==> config.mk <==
export PLATFORM = sky130hd
export DESIGN_NAME = avr_fetch_queue
export DESIGN_NICKNAME = d
export VERILOG_FILES = /design/src/rtl/avr_fetch_queue.sv
export SDC_FILE = /design/constraint.sdc
export NUM_CORES = 1
export LEC_CHECK = 0
export ABC_AREA = 1
export BUFFER_PORTS_ARGS = -buffer_cell sky130_fd_sc_hd__buf_2
export CAP_MARGIN = 10
export CORE_MARGIN = 10
export CORE_UTILIZATION = 35
export DETAILED_ROUTE_END_ITERATION = 12
export SYNTH_ARGS = -nofsm -noshare
export SYNTH_HDL_FRONTEND = slang
export SYNTH_SLANG_ARGS = --single-unit
==> constraint.sdc <==
create_clock -name CLK -period 3.42 [get_ports CLK]
set_input_delay 0 -clock CLK [delete_from_list [all_inputs] [get_ports CLK]]
set_output_delay 0 -clock CLK [all_outputs]
set_load 0.1 [all_outputs]
==> src/rtl/avr_fetch_queue.sv <==
// AVR instruction prefetch queue.
// Streams program words from an in-order, variable-latency program memory into a
// small FIFO and presents the head instruction, pairing the two words of the
// 32-bit encodings (LDS/STS, JMP, CALL). A flush redirects the stream and drops
// every response still in flight from before the redirect.
module avr_fetch_queue #(
  parameter int PADDR_W = 16,
  parameter int DEPTH   = 4
) (
  input  logic               CLK,
  input  logic               RST,
  output logic               p_req,
  output logic [PADDR_W-1:0] p_addr,
  input  logic [15:0]        p_rdata,
  input  logic               p_rvalid,
  output logic [15:0]        instr,
  output logic [15:0]        instr2,
  output logic [PADDR_W-1:0] instr_pc,
  output logic               instr_long,
  output logic               instr_valid,
  input  logic               instr_take,
  input  logic               flush,
  input  logic [PADDR_W-1:0] flush_pc
);

  localparam int PW = $clog2(DEPTH);
  localparam int CW = PW + 1;

  logic [15:0]   mem [DEPTH];
  logic [PW-1:0] rd_ptr;
  logic [PW-1:0] wr_ptr;
  logic [CW-1:0] count;
  logic [CW-1:0] outstanding;
  logic [CW-1:0] discard;

  logic [15:0]   head_word;
  logic [15:0]   next_word;
  logic          head_long;
  logic          pop;
  logic          push;
  logic [CW-1:0] pop_amt;
  logic [CW:0]   demand;

  assign head_word = mem[rd_ptr];
  assign next_word = mem[rd_ptr + PW'(1)];

  // Storage contents are meaningless while empty, so the decode is qualified by count.
  assign head_long = (count != '0) &&
                     (((head_word & 16'hFC0F) == 16'h9000) ||
                      ((head_word & 16'hFE0C) == 16'h940C));

  assign instr_valid = (count >= CW'(1)) && (!head_long || (count >= CW'(2)));
  assign instr_long  = head_long;
  assign instr       = instr_valid ? head_word : 16'h0000;
  assign instr2      = (instr_valid && head_long) ? next_word : 16'h0000;

  assign pop     = instr_take && instr_valid && !flush;
  assign pop_amt = head_long ? CW'(2) : CW'(1);
  assign push    = p_rvalid && !flush && (discard == '0);

  // Every word already queued or still in flight has a reserved slot, so a push
  // can never find the queue full. RST gates the request so it stays low while
  // reset is held, independent of the clock.
  assign demand = {1'b0, count} + {1'b0, outstanding} + {{CW{1'b0}}, pop};
  assign p_req  = RST && !flush && (demand < (CW+1)'(DEPTH));

  // Word storage: written at the tail on accepted responses.
  // NOTE: the storage array has no reset; count alone decides which entries are
  // live, so clearing the array would only add reset fan-out.
  always_ff @(posedge CLK) begin
    if (push) mem[wr_ptr] <= p_rdata;
  end

  // Queue pointers, fetch/consume addresses and the in-flight/discard counters.
  // NOTE: all state here uses non-blocking assignments so every update reads the
  // pre-edge values, which the net count and counter arithmetic rely on.
  always_ff @(posedge CLK or negedge RST) begin
    if (!RST) begin
      rd_ptr      <= '0;
      wr_ptr      <= '0;
      count       <= '0;
      outstanding <= '0;
      discard     <= '0;
      p_addr      <= '0;
      instr_pc    <= '0;
    end else if (flush) begin
      // A response arriving in the flush cycle is dropped here; everything
      // still outstanding after it is marked for discard.
      rd_ptr      <= '0;
      wr_ptr      <= '0;
      count       <= '0;
      p_addr      <= flush_pc;
      instr_pc    <= flush_pc;
      outstanding <= outstanding - CW'(p_rvalid);
      discard     <= outstanding - CW'(p_rvalid);
    end else begin
      if (p_req) p_addr <= p_addr + PADDR_W'(1);
      if (push)  wr_ptr <= wr_ptr + PW'(1);
      if (pop) begin
        rd_ptr   <= rd_ptr + pop_amt[PW-1:0];
        instr_pc <= instr_pc + PADDR_W'(pop_amt);
      end
      count       <= count + CW'(push) - (pop ? pop_amt : CW'(0));
      outstanding <= outstanding + CW'(p_req) - CW'(p_rvalid);
      if (p_rvalid && (discard != '0)) discard <= discard - CW'(1);
    end
  end

endmodule

==> reports/metrics.csv <==
metric;value;unit
vias in the first global route;5304;
GR Util All Layers;0.148;
layout cells sized above 1;0.201;
CP endpoint kind;register;
post-synth top area cell;edfxtp_1;
worst min path class;input pin to register;
DR DRC count;0;
peak supply drop;0.774;mV
routed wire length;16700;um
clk sink count;109;
global-route wire length before repair;27100;um
Setup TNS Final;0;ns
syn_nets;766;
1st-iter DRT viols;373;
Ant. Diodes;0;
slowest stage delay, CP;0.44;ns
Clock Path Buffers;2;
Req. time, crit path;3.66;ns
min cycle time layout;3.13;ns
utilization after layout;0.471;
die area;0.0229;mm^2
Worst Tran Pin Value;0.748;ns
max_cap viols;0;
status;completed;
filler cell count;1599;
critical-path cell list;inv_2 -> buf_12 -> nand2_1 -> nand3_1 -> nand2_1 -> nand2_1 -> nor2_1 -> nand3_1 -> nand2_2 -> o21ai_2 -> buf_4 -> inv_2 -> ha_1 -> nand3_1 -> nand2_1 -> nand3_1 -> nor3_2 -> nand3_1 -> nor2_2 -> nand2_1 -> xnor2_1 -> nand2_1 -> nand3_1;
num rows;47;
Slew HR;0.500;
Highest Clock Rate;0.319;GHz
post-route clock period utilization;0.916;
synth warn;0;
R2R setup slack;0.29;ns
Die Wd;151;um
crit path DAT;3.37;ns
wire length per cell;15.6;um
Pleak;3.53;nW
Avg Cell Area, Syn;8.55;um^2
PD cells;799;mW/mm^2
Layout Nets;907;
Post-Syn Instances;706;
clk_skew;0.0134;ns
Final HPWL DP;12100;um
Starting Density;0.360;
Setup WS pre-CTS;0.115;ns
Final WS setup;0.286;ns
DP Area;0.00724;mm^2
Setup Crit Path Kind;register to register;
final antenna-violating net count;0;
initial antenna violation count;1;
synthesized area;0.00604;mm^2
vias;5312;
die height;151;um
CTS buffer count;9;
clock latency on the worst-skew pair;0.36;ns
share of Yosys cell area claimed by the top area cell type;0.318;
clock slew at the register clock pins of the worst setup and hold paths;0.07;ns
H-tree depth;3;
CTS tree;built;
area grow syn2layout;30.8;%
top cells by area, synth;edfxtp_1 32%, dfrtp_1 19%, nand2_1 14%;
quantity of I/O buffers inserted on ports;103;
RSZ-0062 raised after global routing;no;
cell family with most CP delay;simple AND/OR/NAND/NOR gates;
gr ovfl total;0;
sum of buffers and inverters on the critical path;4;
CP startpoint kind;register;
DR vias/cell;4.96;
pin count of the biggest net entering global routing;46;
drt pass-1 iters;5;
Root Driver;clkbuf_16;
# setup viols final;0;
Placeable Area;0.0168;mm^2
slowest CP cell;dfrtp_2;
WHS;0.0336;ns
CP Max Fanout;28;
Unique masters post-synth;37;
Seq/Total Area, Yosys;0.505;
Yosys reg bits;109;
design area;0.00790;mm^2
Max Slew Vio Count;0;
Fin. Hold Viols;0;
I/O Pins;104;
Final GP Congestion;0.842;
==> cells by family (layout without fill, tap and decap cells) <==
group           count (synthesis)  count (layout)  share of synthesized area
compound gates                 97              97                     0.0965
xor+xnor                       15              15                     0.0218
fa+ha+maj                      23              23                     0.0514
buf+inv                        95             241                     0.0684
flops                         109             109                      0.505
simple gates                  367             367                      0.257
==> sequential cells by signal, summed over array words and instances, names as in the netlist <==
register,flops
instr_pc,16
count,3
p_addr,16
outstanding,3
wr_ptr,2
mem,64
rd_ptr,2
discard,3
==> per-stage QoR <==
| step | cells | total power [mW] |
|---|---|---|
| 5_1_grt | 1072 | 6.68 |
| 6_report | 1072 | 6.31 |
| 3_3_place_gp | 1022 | 5.24 |
| 2_1_floorplan | 706 | 4.49 |
| 3_5_place_dp | 1022 | 5.25 |
| 4_1_cts | 1070 | 6.33 |
==> worst paths after layout <==
path / start / to / cells after the start
max: rd_ptr[0] / instr_pc[15] / 23
min: flush_pc[1] / p_addr[1] / 5
max reg2reg: rd_ptr[0] / instr_pc[15] / 23
min reg2reg: instr_pc[15] / instr_pc[15] / 2
max in group asynchronous: RST / rd_ptr[0] / 3
min in group asynchronous: RST / p_addr[10] / 3
==> worst register-to-register path, stage by stage (launching register included) <==
cell and delay (ns):
dfrtp_2 0.44, inv_2 0.10, buf_12 0.18, nand2_1 0.08
nand3_1 0.06, nand2_1 0.11, nand2_1 0.09, nor2_1 0.05
nand3_1 0.11, nand2_2 0.09, o21ai_2 0.08, buf_4 0.17
inv_2 0.04, ha_1 0.26, nand3_1 0.07, nand2_1 0.10
nand3_1 0.14, nor3_2 0.19, nand3_1 0.18, nor2_2 0.15
nand2_1 0.08, xnor2_1 0.13, nand2_1 0.07, nand3_1 0.06
==> power by group <==
| group | internal [mW] | switching [mW] |
|---|---|---|
| Clock | 0.546 | 0.496 |
| Sequential | 1.58 | 0.210 |
| Combinational | 0.812 | 2.67 |
| Total | 2.94 | 3.38 |
==> synth_stat cells <==
cell type and n:
buf_6 5, nor4_1 2, o21ai_1 2, nand4_1 7
buf_1 2, nand3b_1 2, nand3_2 2, ha_1 20
a22oi_1 1, o211ai_1 2, or2_2 6, fa_1 3
a31oi_1 14, xnor2_1 9, buf_4 4, a21oi_1 12
nand2_2 3, edfxtp_1 64, buf_2 3, nand2_1 225
a211oi_1 5, o221ai_1 1, xor2_1 6, nor3_1 12
a22o_1 8, nand3_1 63, nor2_2 1, o21ai_0 33
o31ai_1 2, dfrtp_1 45, nor2_1 42, o22ai_1 17
clkinv_1 1, inv_1 62, clkbuf_1 17, nand2_4 2
inv_2 1
==> metal layers <==
layer,vias up,wire length [um],global-route usage
met3,12,1350,0.0433
met1,2468,7380,0.188
met2,177,7840,0.243
met4,2,142,0.0327
met5,-,7,0
li1,2653,-,-
==> repair_timing <==
action | 4_1_cts | 5_1_grt
endpoints found under the setup margin | 0 | 7
hold buffers | 32 | 0
hold endpoints to repair | 134 | 0
buffers inserted | 0 | 2
gates resized for setup | 0 | 11
==> placed cells by master, fill, tap and decap left out, drive strengths merged <==
cell           n
nand2        230
buf          129
nand3         65
edfxtp        64
inv           64
dfrtp         45
nor2          43
o21ai         35
dlygate4sd3   32
ha            20
o22ai         17
a31oi         14
a21oi         12
nor3          12
clkbuf        11
xnor2          9
a22o           8
nand4          7
or2            6
xor2           6
a211oi         5
clkinv         4
fa             3
nor4           2
nand3b         2
o31ai          2
o211ai         2
clkinvlp       1
a22oi          1
o221ai         1
==> final cells by class <==
type                            count  area [um^2]  share of cell area
Sequential cell                   109         3050               0.386
Multi-Input combinational cell    502         2630               0.333
Timing Repair Buffer              161         1410               0.178
Tap cell                          220          275              0.0349
Clock buffer                       11          254              0.0322
Inverter                           64          244              0.0309
Clock inverter                      5         40.0             0.00507
(Power assumes the default switching activity.)
